$ cat src/rtl/ec_control_unit.sv
// ec_control_unit
// ---------------
// Sequencing FSM for the 8-bit accumulator datapath (PC/IR, 32x8 RAM,
// A register with add/sub). Each instruction walks FETCH -> DECODE ->
// execute state, and the controller drives the datapath control lines
// from the current state.
//
// Ports
//   Clock       in   system clock, all state changes on the rising edge
//   Reset       in   asynchronous active-high reset; forces START, clears count
//   IR[2:0]     in   opcode field of the instruction register
//   Aeq0        in   A == 0 flag
//   Apos        in   A > 0 flag (signed)
//   Enter       in   operator strobe (level, any hold time)
//   IRload      out  load instruction register
//   PCload      out  load program counter
//   JMPmux      out  PC source: 0 = PC+1, 1 = IR address field
//   Meminst     out  RAM address from IR address field
//   MemWr       out  RAM write enable
//   Aload       out  load A register
//   Sub         out  adder/subtractor mode (1 = subtract)
//   Asel[1:0]   out  A source: 00 add/sub, 01 Input, 10 RAM_Q
//   Halt        out  high while halted
//   State[3:0]  out  current state encoding (debug)
//   InstrCount  out  instructions decoded since reset, mod 256 (debug)

module ec_control_unit (
    input  logic       Clock,
    input  logic       Reset,
    input  logic [2:0] IR,
    input  logic       Aeq0,
    input  logic       Apos,
    input  logic       Enter,
    output logic       IRload,
    output logic       PCload,
    output logic       JMPmux,
    output logic       Meminst,
    output logic       MemWr,
    output logic       Aload,
    output logic       Sub,
    output logic [1:0] Asel,
    output logic       Halt,
    output logic [3:0] State,
    output logic [7:0] InstrCount
);

    localparam logic [3:0] S_START  = 4'd0;
    localparam logic [3:0] S_FETCH  = 4'd1;
    localparam logic [3:0] S_DECODE = 4'd2;
    localparam logic [3:0] S_INREL  = 4'd3;
    localparam logic [3:0] S_LOAD   = 4'd8;
    localparam logic [3:0] S_STORE  = 4'd9;
    localparam logic [3:0] S_ADD    = 4'd10;
    localparam logic [3:0] S_SUB    = 4'd11;
    localparam logic [3:0] S_INPUT  = 4'd12;
    localparam logic [3:0] S_JZ     = 4'd13;
    localparam logic [3:0] S_JPOS   = 4'd14;
    localparam logic [3:0] S_HALT   = 4'd15;

    logic [3:0] state_reg;
    logic [3:0] state_next;
    logic [7:0] instr_count_reg;

    always_ff @(posedge Clock or posedge Reset) begin
        if (Reset) begin
            state_reg       <= S_START;
            instr_count_reg <= 8'd0;
        end else begin
            state_reg <= state_next;
            if (state_reg == S_DECODE)
                instr_count_reg <= instr_count_reg + 8'd1;
        end
    end

    // Execute states are laid out as 4'b1xxx with the opcode in the low
    // bits, so DECODE dispatches by simply prefixing the opcode.
    always_comb begin
        state_next = S_START;
        case (state_reg)
            S_START:  state_next = S_FETCH;
            S_FETCH:  state_next = S_DECODE;
            S_DECODE: state_next = {1'b1, IR};
            S_LOAD,
            S_STORE,
            S_ADD,
            S_SUB,
            S_JZ,
            S_JPOS:   state_next = S_FETCH;
            S_INPUT:  state_next = Enter ? S_INREL : S_INPUT;
            // Wait for Enter release so one press loads A only once.
            S_INREL:  state_next = Enter ? S_INREL : S_FETCH;
            S_HALT:   state_next = S_HALT;
            default:  state_next = S_START;
        endcase
    end

    always_comb begin
        IRload  = 1'b0;
        PCload  = 1'b0;
        JMPmux  = 1'b0;
        Meminst = 1'b0;
        MemWr   = 1'b0;
        Aload   = 1'b0;
        Sub     = 1'b0;
        Asel    = 2'b00;
        Halt    = 1'b0;
        case (state_reg)
            S_FETCH: begin
                IRload = 1'b1;
                PCload = 1'b1;
            end
            S_DECODE: Meminst = 1'b1;
            S_LOAD: begin
                Meminst = 1'b1;
                Asel    = 2'b10;
                Aload   = 1'b1;
            end
            S_STORE: begin
                Meminst = 1'b1;
                MemWr   = 1'b1;
            end
            S_ADD: begin
                Meminst = 1'b1;
                Aload   = 1'b1;
            end
            S_SUB: begin
                Meminst = 1'b1;
                Sub     = 1'b1;
                Aload   = 1'b1;
            end
            S_INPUT: begin
                Asel  = 2'b01;
                Aload = Enter;
            end
            S_JZ: begin
                JMPmux = 1'b1;
                PCload = Aeq0;
            end
            S_JPOS: begin
                JMPmux = 1'b1;
                PCload = Apos;
            end
            S_HALT: Halt = 1'b1;
            default: ;
        endcase
    end

    assign State      = state_reg;
    assign InstrCount = instr_count_reg;

endmodule

$ cat config.mk
export PLATFORM = sky130hd
export DESIGN_NAME = ec_control_unit
export DESIGN_NICKNAME = d
export VERILOG_FILES = /design/src/rtl/ec_control_unit.sv
export SDC_FILE = /design/constraint.sdc
export NUM_CORES = 1
export LEC_CHECK = 0
export ABC_AREA = 1
export CAP_MARGIN = 25
export CORE_MARGIN = 2
export CORE_UTILIZATION = 41
export CTS_CLUSTER_DIAMETER = 100
export DETAILED_ROUTE_END_ITERATION = 8
export PLACE_DENSITY = 0.89
export SLEW_MARGIN = 20
export SYNTH_ARGS = -nofsm -noshare
export SYNTH_HDL_FRONTEND = slang
export SYNTH_SLANG_ARGS = --single-unit
export TNS_END_PERCENT = 50
$ cat constraint.sdc
create_clock -name Clock -period 1.6 [get_ports Clock]
set_clock_uncertainty 0.2 [all_clocks]
set_input_delay 0.32 -clock Clock [delete_from_list [all_inputs] [get_ports Clock]]
set_output_delay 0.32 -clock Clock [all_outputs]
set_load 0.01 [all_outputs]
==> After elaboration in Yosys (flattened, before gate mapping) <==
Index checks and enable logic that the tools add are counted.
{ "classes": {"n_addsub": 1, "multipliers": 0, "div_mod_pow": 0, "magnitude_cmp": 0, "eq_ne": 11, "shift": 0, "n_mux": 12, "bitwise": 0, "reduce_logical": 5} }
{ "ops": {"columns": ["operator", "n"], "rows": [
  ["4-bit equality test, second input constant", 8],
  ["4-bit case mux with 6 select lines", 1],
  ["8-bit by 1-bit adder with 8-bit output, second input constant", 1],
  ["4-bit by 2-bit equality test with 1-bit output, second input constant", 2],
  ["7-bit OR reduction", 1],
  ["1-bit two-way mux", 6],
  ["5-bit OR reduction", 1],
  ["4-bit by 1-bit equality test with 1-bit output, second input constant", 1],
  ["4-bit zero test", 1],
  ["4-bit two-way mux", 1],
  ["2-bit case mux with 2 select lines", 1],
  ["1-bit case mux with 3 select lines", 1],
  ["3-bit OR reduction", 1],
  ["2-bit two-way mux", 1],
  ["1-bit case mux with 2 select lines", 1],
  ["2-bit OR reduction", 1]
]} }
{ "word_totals": {"ff_bits": 12, "latch_bits": 0, "mem_bits_rw": 0, "rom_bits": 0, "inputBits": 8, "output_inout_bits": 22, "mem_count": 0} }

==> Logic depth before layout (Yosys ltp) <==
Gate-level depths: netlist of run 1.
{ "logic_depth": {"word_depth": 3, "ltp_mapped": 7} }

==> Worst setup path before layout of run 1 <==
OpenSTA, ideal clock, no wires.
{ "synth_timing": {"path_type": "register to output", "startpoint": "reg state_reg[2] (netlist: State[2])", "endpoint": "out PCload", "arrival_ps": 1100, "setup_slack_ps": -20, "path_stages_with_launch": 5, "path_buffers": 0, "path_cell_list": "dfrtp_1 -> inv_1 -> nand2_1 -> nor2_1 -> nand3b_1"} }
{ "synth_between": {"elab_chain_cells": 2, "elab_cells_between_ends": 4, "classes_between": "eq/ne (3); mux (1)"} }
{ "synth_lines": {"columns": ["item", "line", "rtl"], "rows": [
  ["from (decl)", "60", "logic [3:0] state_reg;"],
  ["from (signal assigned)", "69", "state_reg <= state_next;"],
  ["4-bit equality test / 4-bit by 1-bit equality test with 1-bit output (equally long branches)", "107", "case (state_reg)"],
  ["1-bit case mux with 3 select lines *", "107", null],
  ["to (decl)", "35", "output logic PCload,"]
]} }
Mark *: on every way between the ends. The rest lies on a longest branch, timed or not.

==> Worst setup path after layout of run 1 <==
{ "layout_timing": {"startpoint": "reg state_reg[1] (netlist: State[1])", "endpoint": "out PCload"} }
The elaborated chain is that of the path after synthesis.

==> results of run 1 <==
==> cell type report <==
class	instances	area share [%]
Timing Repair Buffer	65	38.6
Sequential cell	12	19.4
Clock buffer	4	2.32
Tap cell	25	2.00
Multi-Input combinational cell	75	32.4
Inverter	17	5.36
==> cell usage after synthesis, types with 2 or more instances <==
master / n
nand3_1: 5
o21ai_1: 2
nand2_1: 37
dfrtp_1: 12
xnor2_1: 2
nor2_1: 12
nor2_2: 2
nand4_1: 2
nand2_4: 3
inv_1: 17
o21ai_0: 2
a21oi_1: 2
==> cell families after synthesis <==
group	Yosys count
AOI/OAI and AO/OA	7
xor gates and xnor gates	3
adders and majority gates	1
buffers and inverters	17
DFF	12
and+or+nand+nor	64
==> metal layers <==
layer / track usage (%) / vias up / part of all wire (%)
met2: 51.7 / 113 / 47
li1: - / 458 / -
met3: 7.84 / 39 / 9.7
met4: 14.9 / 0 / 7.2
met5: 0 / - / 0
met1: 35.0 / 520 / 36
==> power groups by stage <==
stage	Combinational, mW	Clock (mW)	Sequential, mW
2_1_floorplan	0.00521	0	0.309
3_3_place_gp	0.0262	0	0.309
3_5_place_dp	0.0261	0	0.309
4_1_cts	0.0271	0.247	0.303
5_1_grt	0.0314	0.271	0.303
6_report	0.0293	0.257	0.303
==> final timing paths <==
path	end	slack, ns	cells past startpoint
hold reg to reg	InstrCount[0]	0.33	1
hold / removal	State[2]	0.18	2
setup / recovery	PCload	-0.43	6
setup reg to reg	State[2]	-0.19	10
max in group asynchronous	State[0]	0.67	2
min in group Clock	InstrCount[0]	0.33	1
==> state kept, by name (all words and copies together), names as in the netlist <==
signal,flops
InstrCount,8
State,4
==> through the flow <==
step / total power [mW] / hold slack [ns]
after CTS: 0.577 / 0.156
after global routing: 0.605 / 0.207
final: 0.590 / 0.183
after global placement: 0.335 / 0.311
after floorplan: 0.314 / -0.0153
after detailed placement: 0.335 / 0.314
==> worst register-to-register path, stage by stage (launching register included) <==
cell and delay (ns):
dfrtp_1 0.41, buf_6 0.14, nor2_4 0.14, nand2_4 0.07, buf_4 0.14, buf_6 0.11, buf_4 0.13, buf_4 0.13
o22ai_2 0.09, inv_1 0.09, nand2_1 0.08
==> timing repair <==
item,4_1_cts,5_1_grt
gates resized for setup,95,37
buffers inserted,16,7
pin swaps,9,8
endpoints found under the setup margin,22,19
==> metrics.md, run 1 <==
| Metric | Value |
|---|---|
| Finished Layout Cells | `198` |
| Vias in the first global route | `962` |
| Row cnt | `15` |
| WL/cell | `20.0 um` |
| Post-DP HPWL | `1590 um` |
| Largest area contributor in the netlist | `dfrtp_1` |
| Clock Tree Root | `clkbuf_4` |
| 1st-iter DRT viols | `76` |
| Worst reg2reg startpoint | `State[1]` |
| Int Power | `459 uW` |
| Complex-gate fraction of the synthesized area | `4.91%` |
| Final min period | `2.03 ns` |
| Syn Std Cell Area | `739 um^2` |
| Avg Inst Size Synth | `7.11 um^2` |
| Crit path launch type | `flip-flop` |
| Cell Chain, Critical Path | `inv_1 -> nand2_4 -> inv_1 -> nand3_1 -> nand3b_1 -> buf_2` |
| Placement Cell Area | `1190 um^2` |
| Layout cells sized above 1 | `50.3%` |
| Setup violation total in the final timing report | `20` |
| Crit path max-delay family | `buffers and inverters` |
| Final Worst Setup Slack | `-0.431 ns` |
| Most used cell, CP | `inv_1` |
| CTS max path bufs | `2` |
| Worst vdd ir | `0.511 mV` |
| Core area | `1710 um^2` |
| IO Count | `30` |
| Leading cell type in the layout, fill and taps excluded | `nand2_1` |
| Prevailing post-synth register cell | `dfrtp_1` |
| Worst-path maximum fanout | `4` |
| Largest net degree at the start of global routing | `13` |
| Sequential share of the synthesized area | `40.6%` |
| Post-route cell area | `1560 um^2` |
| Power density over the cells | `377 nW/um^2` |
| Global route overflow | `0` |
| Clk Latency, worst-skew pair | `0.29 ns` |
| Clk network pwr share | `43.7%` |
| Psw | `131 uW` |
| I/O Buffers | `29` |
| Vias per cell | `5.71` |
| Crit path largest cell delay | `0.41 ns` |
| Syn-to-layout area delta | `112%` |
| Final nets | `183` |
| DRC violations left | `0` |
| Worst path bufs/invs | `3` |
| Yosys top cell area share | `40.6%` |
| Mux cell area share after synthesis | `0%` |
| Num CTS Buffers | `3` |
| Area share of fa/ha/maj cells after synthesis | `1.69%` |
| WP data required | `1.08 ns` |
| DRT antenna net count | `0` |
| First-pass GRT wire length | `4510 um` |
| FF+latch area | `303 um^2` |
| Max Slew Vio Count | `0` |
| Leading post-synthesis cells by cell area | `dfrtp_1 (41%), nand2_1 (19%), inv_1 (8.6%)` |
| Crit path launch | `State[1]` |
| Count of different cell masters after synthesis | `18` |
| # fillers | `67` |
| Cell count after synthesis | `104` |
| Status | `complete, but fails checks` |
| Actual slew at the worst max-slew pin | `0.476 ns` |
| Asr flop ratio synth | `100%` |
| Leakage Power | `0.838 nW` |
| N_diodes | `0` |
| DRT Pass-1 Iters | `4` |
| Die ar. | `2160 um^2` |
| Starting Density | `43.3%` |
| Global placement routability congestion | `0.913` |
| Clock transition at path regs | `0.08 ns` |
| Multi-input logic area | `507 um^2` |
| Synth warn | `0` |
| Initial antenna violation count | `0` |
| CP Capture Type | `output port` |
| H-tree depth | `1` |
| RSZ-0062 raised after global routing | `yes` |
| Post-synth EDFFs | `0` |
| DR vias | `1130` |
| Sequential power share | `51.4%` |
| Finished Core Util | `91.6%` |
| Slew margin rel. | `68.2%` |
| CP arrival | `1.51 ns` |
| Failing checks | `negative setup slack` |
| DP Cell Count | `175` |
| Commonest non-fill, non-tap cells in the layout | `nand2_1 (31), buf_6 (21), buf_4 (20)` |
| Switching Share | `22.2%` |
| F_max | `0.492 GHz` |
| CTS sink cnt | `12` |
| Syn Nets | `113` |
| CTS tree | `yes` |
| WL final | `3950 um` |
| Comb pwr share | `5.0%` |
| Crit path kind | `reg -> out` |
| Die Y | `46.5 um` |
| Largest family of logic cells by synthesized area | `simple AND/OR/NAND/NOR gates` |
| Final hold viol count | `0` |
| Synth Area in Simple Gates | `40.6%` |
| Synth Area in XOR/XNOR | `3.55%` |
| Final worst path period share | `127%` |
| Max-cap violations | `0` |
| CTS Hold Bufs | `0` |
| Slowest cell on the critical path | `dfrtp_1` |
| Setup TNS | `-3.71 ns` |
| Gr usage total | `30.4%` |
| Pre-CTS setup slack | `-0.603 ns` |
| Hold Path Class | `in -> async` |
| Register bit count reported by yosys | `12` |
| Chip width | `46.5 um` |
Note: power is estimated with default switching activity, not from simulation.
==> inputs of run 2 (changes only) <==
--- a/config.mk
+++ b/config.mk
@@ -11,6 +11,7 @@
 export CORE_UTILIZATION = 41
 export CTS_CLUSTER_DIAMETER = 100
 export DETAILED_ROUTE_END_ITERATION = 8
+export HOLD_SLACK_MARGIN = 0.03
 export PLACE_DENSITY = 0.89
 export SLEW_MARGIN = 20
 export SYNTH_ARGS = -nofsm -noshare
==> results of run 2 <==
No change in the layout: final DEF, timing and power equal those of run 1.
==> inputs of run 3 (changes only) <==
--- a/config.mk
+++ b/config.mk
@@ -8,11 +8,12 @@
 export ABC_AREA = 1
 export CAP_MARGIN = 25
 export CORE_MARGIN = 2
-export CORE_UTILIZATION = 41
+export CORE_UTILIZATION = 42
 export CTS_CLUSTER_DIAMETER = 100
 export DETAILED_ROUTE_END_ITERATION = 8
+export DONT_BUFFER_PORTS = 1
 export HOLD_SLACK_MARGIN = 0.03
-export PLACE_DENSITY = 0.89
+export PLACE_DENSITY = 0.68
 export SLEW_MARGIN = 20
 export SYNTH_ARGS = -nofsm -noshare
 export SYNTH_HDL_FRONTEND = slang
==> run 3 against run 2 <==
The flow still finishes with violations (negative setup slack). Highest routed layer unchanged. Largest power group unchanged. Wire length down 44%. Die area decreased by 2.2%. Cell area is 26% lower. Global-route usage down 9.7 points. Cell count down 21%.
==> metrics.md, run 3 (synthesis results as in run 1) <==
| Metric | Value |
|---|---|
| Crit path launch type | `flip-flop` |
| First-pass GRT wire length | `3050 um (-32%)` |
| Setup violation total in the final timing report | `13 (-35%)` |
| WP data required | `1.08 ns (about the same)` |
| Power density over the cells | `482 nW/um^2 (+28%)` |
| Clock transition at path regs | `0.08 ns (about the same)` |
| Num CTS Buffers | `3 (unchanged)` |
| Starting Density | `43.8% (+0.48 points)` |
| Global route overflow | `0 (unchanged)` |
| Syn-to-layout area delta | `56.5%` |
| Commonest non-fill, non-tap cells in the layout | `nand2_1 (30), buf_4 (18), dfrtp_1 (12), inv_1 (12), nor2_1 (8)` |
| Die Y | `46.0 um (-1.1%)` |
| Final nets | `149 (-19%)` |
| Vias per cell | `5.05 (-11%)` |
| Clk Latency, worst-skew pair | `0.27 ns (-0.02 ns)` |
| DRC violations left | `0 (unchanged)` |
| Slew margin rel. | `68.7% (+0.45 points)` |
| WL/cell | `14.2 um (-29%)` |
| Max reg flops | `8 (unchanged)` |
| WL final | `2220 um (-44%)` |
| Final worst path period share | `115% (-12 points)` |
| Worst vdd ir | `0.664 mV (+30%)` |
| Crit path largest cell delay | `0.44 ns (+0.03 ns)` |
| Crit path max-delay family | `flip-flops` |
| Largest net degree at the start of global routing | `13 (unchanged)` |
| CP Capture Type | `output port` |
| Global placement routability congestion | `0.924 (+1.2%)` |
| I/O Buffers | `0 (-100%)` |
| Die ar. | `2110 um^2 (-2.2%)` |
| Slowest cell on the critical path | `dfrtp_1` |
| Status | `complete, but fails checks` |
| DRT Pass-1 Iters | `4 (unchanged)` |
| Initial antenna violation count | `0 (unchanged)` |
| Total power | `558 uW (-5.4%)` |
| DP Cell Count | `132 (-25%)` |
| Final hold viol count | `0 (unchanged)` |
| RSZ-0062 raised after global routing | `yes` |
| Gr usage total | `20.7% (-9.7 points)` |
| DRT antenna net count | `0 (unchanged)` |
| F_max | `0.542 GHz (+10%)` |
| GRT Max-Usage Layer | `met2` |
| Hold Path Class | `in -> reg` |
| H-tree depth | `1 (unchanged)` |
| CTS max path bufs | `2 (unchanged)` |
| Row cnt | `15 (unchanged)` |
| M1 GR Usage | `24.1% (-11 points)` |
| N_diodes | `0 (unchanged)` |
| Vias in the first global route | `694 (-28%)` |
| Crit path kind | `reg -> out` |
| Flop-to-flop setup slack | `-0.17 ns (+0.02 ns)` |
| Worst path depth | `6 (unchanged)` |
| Worst Setup EP | `Aload` |
| Final min period | `1.85 ns (-0.185 ns)` |
| R2R depth | `10 (unchanged)` |
| DR vias | `788 (-30%)` |
| Leakage Power | `0.643 nW (-23%)` |
| Worst path bufs/invs | `2 (-1)` |
| Max-cap violations | `0 (unchanged)` |
| Met2 usage | `35.3% (-16 points)` |
| Failing checks | `negative setup slack` |
| Final Worst Setup Slack | `-0.246 ns (+0.185 ns)` |
| Layout cells sized above 1 | `40.3% (-10 points)` |
| Finished Layout Cells | `156 (-21%)` |
| # fillers | `129 (+93%)` |
| Fin Hold WS | `0.0614 ns (-0.122 ns)` |
| GRT met3 Usage | `7.54% (-0.30 points)` |
| Cell Chain, Critical Path | `nor2_2 -> nand2_2 -> nor2_4 -> inv_2 -> o21ai_2 -> buf_4` |
| Worst reg2reg startpoint | `State[0]` |
| CTS sink cnt | `12 (unchanged)` |
| IO Count | `30 (unchanged)` |
| Finished Core Util | `68.5% (-23 points)` |
| Clock Tree Root | `clkbuf_4` |
| Leading cell type in the layout, fill and taps excluded | `nand2_1` |
| 1st-iter DRT viols | `11 (-86%)` |
| Worst-path maximum fanout | `5 (+1)` |
| CTS tree | `yes` |
| Chip width | `46.0 um (-1.1%)` |
| Post-DP HPWL | `1270 um (-20%)` |
| Setup TNS | `-1.63 ns (+2.08 ns)` |
| CP arrival | `1.33 ns (-0.18 ns)` |
| Core area | `1690 um^2 (-1.1%)` |
| Max Slew Vio Count | `0 (unchanged)` |
| Reg2reg end | `State[1]` |
| Actual slew at the worst max-slew pin | `0.470 ns (-0.00670 ns)` |
| Crit path launch | `State[0]` |
run 3: changes by cell type in the layout (fill, tap and decap cells not counted), sizes merged:
cell	before	now
buf	49	26
clkdlybuf4s50	7	0
dlygate4sd2	8	0
dlygate4sd3	0	5
clkdlybuf4s15	1	0
run 3: worst min-delay path by stage:
stage	cells past startpoint	slack, ns	from	end
global route	3	0.07	Enter	State[2]
CTS	3	0.06	Enter	State[2]
finish	3	0.06	Enter	State[2]
global placement	1	0.04	Reset	InstrCount[7]
detailed placement	1	0.05	Reset	InstrCount[5]
floorplan	1	-0.02	Reset	InstrCount[0]
run 3: repair_timing:
action | CTS | global route
endpoints found under the setup margin | 10 | 11
hold endpoints to repair | 15 | 0
gates resized for setup | 17 | 18
hold buffers | 5 | 0
gates cloned | 0 | 0
buffers inserted | 10 | 6
pin swaps | 4 | 7
run 3: worst reg2reg max path, delay by kind of cell, from the launching register on:
family	cells	cell delay, ns
and+or+nand+nor	4	0.47
DFF	1	0.44
buffers and inverters	6	0.59
run 3: metal layers:
metal	up-vias	share of wire, %	wire (um)
met3	6	6.4	143
met1	365	40	884
met4	0	3.3	74
li1	389	-	-
met5	-	0	0
met2	28	50	1120
run 3: through the flow:
step / setup slack [ns] / area (um^2)
2_1_floorplan: 0.00389 / 742
4_1_cts: -0.217 / 1070
6_report: -0.246 / 1160
3_5_place_dp: 0.0309 / 858
3_3_place_gp: 0.0612 / 858
5_1_grt: -0.305 / 1160
run 3: area by class of cell:
class / count / area (um^2) / area share, %
well taps: 17 / 21.3 / 1.84
flip-flops and latches: 12 / 300 / 25.9
inverters: 17 / 68.8 / 5.95
clock buffers: 4 / 36.3 / 3.14
multi-input cells: 75 / 447 / 38.6
repair buffers: 31 / 284 / 24.5
run 3: power breakdown:
group	switching (mW)	internal, mW	total (mW)
sequential	0	0.303	0.303
combinational	0.00909	0.00863	0.0177
clock	0.0987	0.138	0.237
total	0.108	0.450	0.558
==> patch: new RTL, config.mk and constraints of run 3 <==
Make the reset (`Reset`) synchronous in one clocked block. Comments in the files are not updated.
--- a/src/rtl/ec_control_unit.sv
+++ b/src/rtl/ec_control_unit.sv
@@ -62,5 +62,5 @@
     logic [7:0] instr_count_reg;
 
-    always_ff @(posedge Clock or posedge Reset) begin
+    always_ff @(posedge Clock) begin
         if (Reset) begin
             state_reg       <= S_START;
Behaviour: differs if Reset is asserted again (counterexample within 4 cycles, from zero or initial values and one cycle with Reset high); with Reset held inactive, the same outputs for 10 cycles.
==> patch against run 3 <==
Cell count fell by 5.8%; area after synthesis shrank 3.7%; cell area decreased by 15%; fmax grew 13%; die area is 3.4% lower; routed wire length down 17%; sequential cell count stayed put; the run still ends with negative setup slack left; count of clock-buffer cells in the layout down 1; via count is 3.8% lower; first-iteration DRC count grew 27%; worst setup slack better by 0.22 ns.
Power is not compared: it rests on default switching activity, and its combinational part moved more than twofold at a synthesized area within 25%.
==> patch: results (changes against run 3) <==
metric,value,unit,change
gp_congestion,0.888,,was 0.924
htree_levels,1,,unchanged
synth_commonest_cells,"nand2_1 (28), inv_1 (23), nor2_1 (21)",,"was nand2_1 (37), inv_1 (17), dfrtp_1 (12), nor2_1 (12), nand3_1 (5)"
largest_register_ffs,8,,unchanged
portBuffers,0,,unchanged
antenna_cells,0,,unchanged
synthFlopType,dfxtp_1,,was dfrtp_1
ctsLongestPathBuffers,2,,unchanged
via_per_inst,5.16,,was 5.05
synthXorXnorAreaFrac,2.46,%,was 3.55%
nNetsFinal,142,,was 149
synth.distinct_cells,17,,was 18
ys_seq_area_share,33.7,%,was 40.6%
status,"finished, violations left",,unchanged
ir_drop,0.548,mV,
numCtsBuffers,3,,unchanged
hpwl,1280,um,was 1270 um
hp-class,input pin to flop,,unchanged
slew_headroom,84.3,%,was 68.7%
critPathTopFamily,flip-flops,,unchanged
wl_per_cell,12.6,um,was 14.2 um
critical-path-slowest-cell,dfxtp_2,,was dfrtp_1
synth_mux_area_share,0,%,unchanged
post-place-cells,137,,was 132
max_stage_delay,0.32,ns,was 0.44 ns
wl,1850,um,was 2220 um
async_reset_ff_share,0,%,was 100%
violations,negative setup slack,,unchanged
grt_pass1_vias,717,,was 694
p_leak,0.000510,uW,
insertion_delay,0.27,ns,about the same
synth.area.top_cells,"dfxtp_1 (34%), nand2_1 (15%), inv_1 (12%)",,"was dfrtp_1 (41%), nand2_1 (19%), inv_1 (8.6%)"
synth_nets,123,,was 113
track_usage,20.9,%,was 20.7%
synth_adder_area_share,1.76,%,was 1.69%
antenna_found_initial,0,,unchanged
grt_pass1_wl,3020,um,was 3050 um
clockRootBuffer,clkbuf_4,,unchanged
gr-total-overflow,0,,unchanged
path_max_fanout,5,,unchanged
grt_max_degree,8,,was 13
crit_start,State[0]$_SDFF_PP0_,,was State[0]$_DFF_PP0_
worst_hold_startpoint,IR[1],,was Enter
fin_ws,-0.0292,ns,was -0.246 ns
yosysWarnings,0,,unchanged
setup_viol,4,,was 13
drt_first_pass_iters,4,,unchanged
drive_gt1_share,39.7,%,was 40.3%
synth_compound_gate_area_share,5.98,%,was 4.91%
syn_inst,114,,was 104
path_clk_slew,0.06,ns,was 0.08 ns
drt_iter0_drc,14,,was 11
-- patch: per-layer routing --
layer	GRT usage (%)	wire length, um	vias to the layer above
li1	-	-	380
met1	24.0	756	339
met2	33.7	878	30
met3	5.60	143	9
met4	14.1	76	0
met5	0	0	-
-- patch: final timing paths --
kind                                 to  slack, ns  cells after the start
min reg2reg  InstrCount[3]$_SDFFE_PP0P_       0.38                      2
max                               Aload      -0.03                      6
max reg2reg         State[2]$_SDFF_PP0_       0.07                      8
min                 State[1]$_SDFF_PP0_       0.06                      4
-- patch: timing repair --
action,CTS,global route
buffers inserted,4,2
resized for setup,38,6
endpoints found under the hold margin,5,0
hold buffers,1,0
endpoints found under the setup margin,10,12
pin swaps,4,3
-- patch: cell type report --
class / instances / area [sq um]
repair buffers: 14 / 115
flip-flops and latches: 12 / 253
fillers: 137 / 563
clock buffers: 3 / 22.5
well taps: 16 / 20.0
multi-input cells: 78 / 475
inverters: 24 / 92.6
-- patch: metrics by stage --
step | TNS, ns | util, % | cell area (sq um) | worst slack [ns]
global placement | 0 | 50.9 | 785 | 0.160
CTS | -0.000158 | 61.4 | 946 | -0.000158
floorplan | 0 | - | 712 | 0.0631
global route | -0.404 | 63.5 | 978 | -0.0823
finish | -0.0467 | 63.5 | 978 | -0.0292
detailed placement | 0 | 50.9 | 785 | 0.118
-- patch: kinds of logic after synthesis --
family | Yosys count
and+or+nand+nor | 67
adders and majority gates | 1
buffers and inverters | 24
DFF | 12
AOI/OAI and AO/OA | 8
xor gates and xnor gates | 2
-- patch: power breakdown --
group | total (uW) | switching [uW] | internal (uW)
Sequential | 361 | 35.2 | 326
Combinational | 339 | 213 | 125
Clock | 180 | 92.4 | 87.2
Total | 880 | 341 | 539
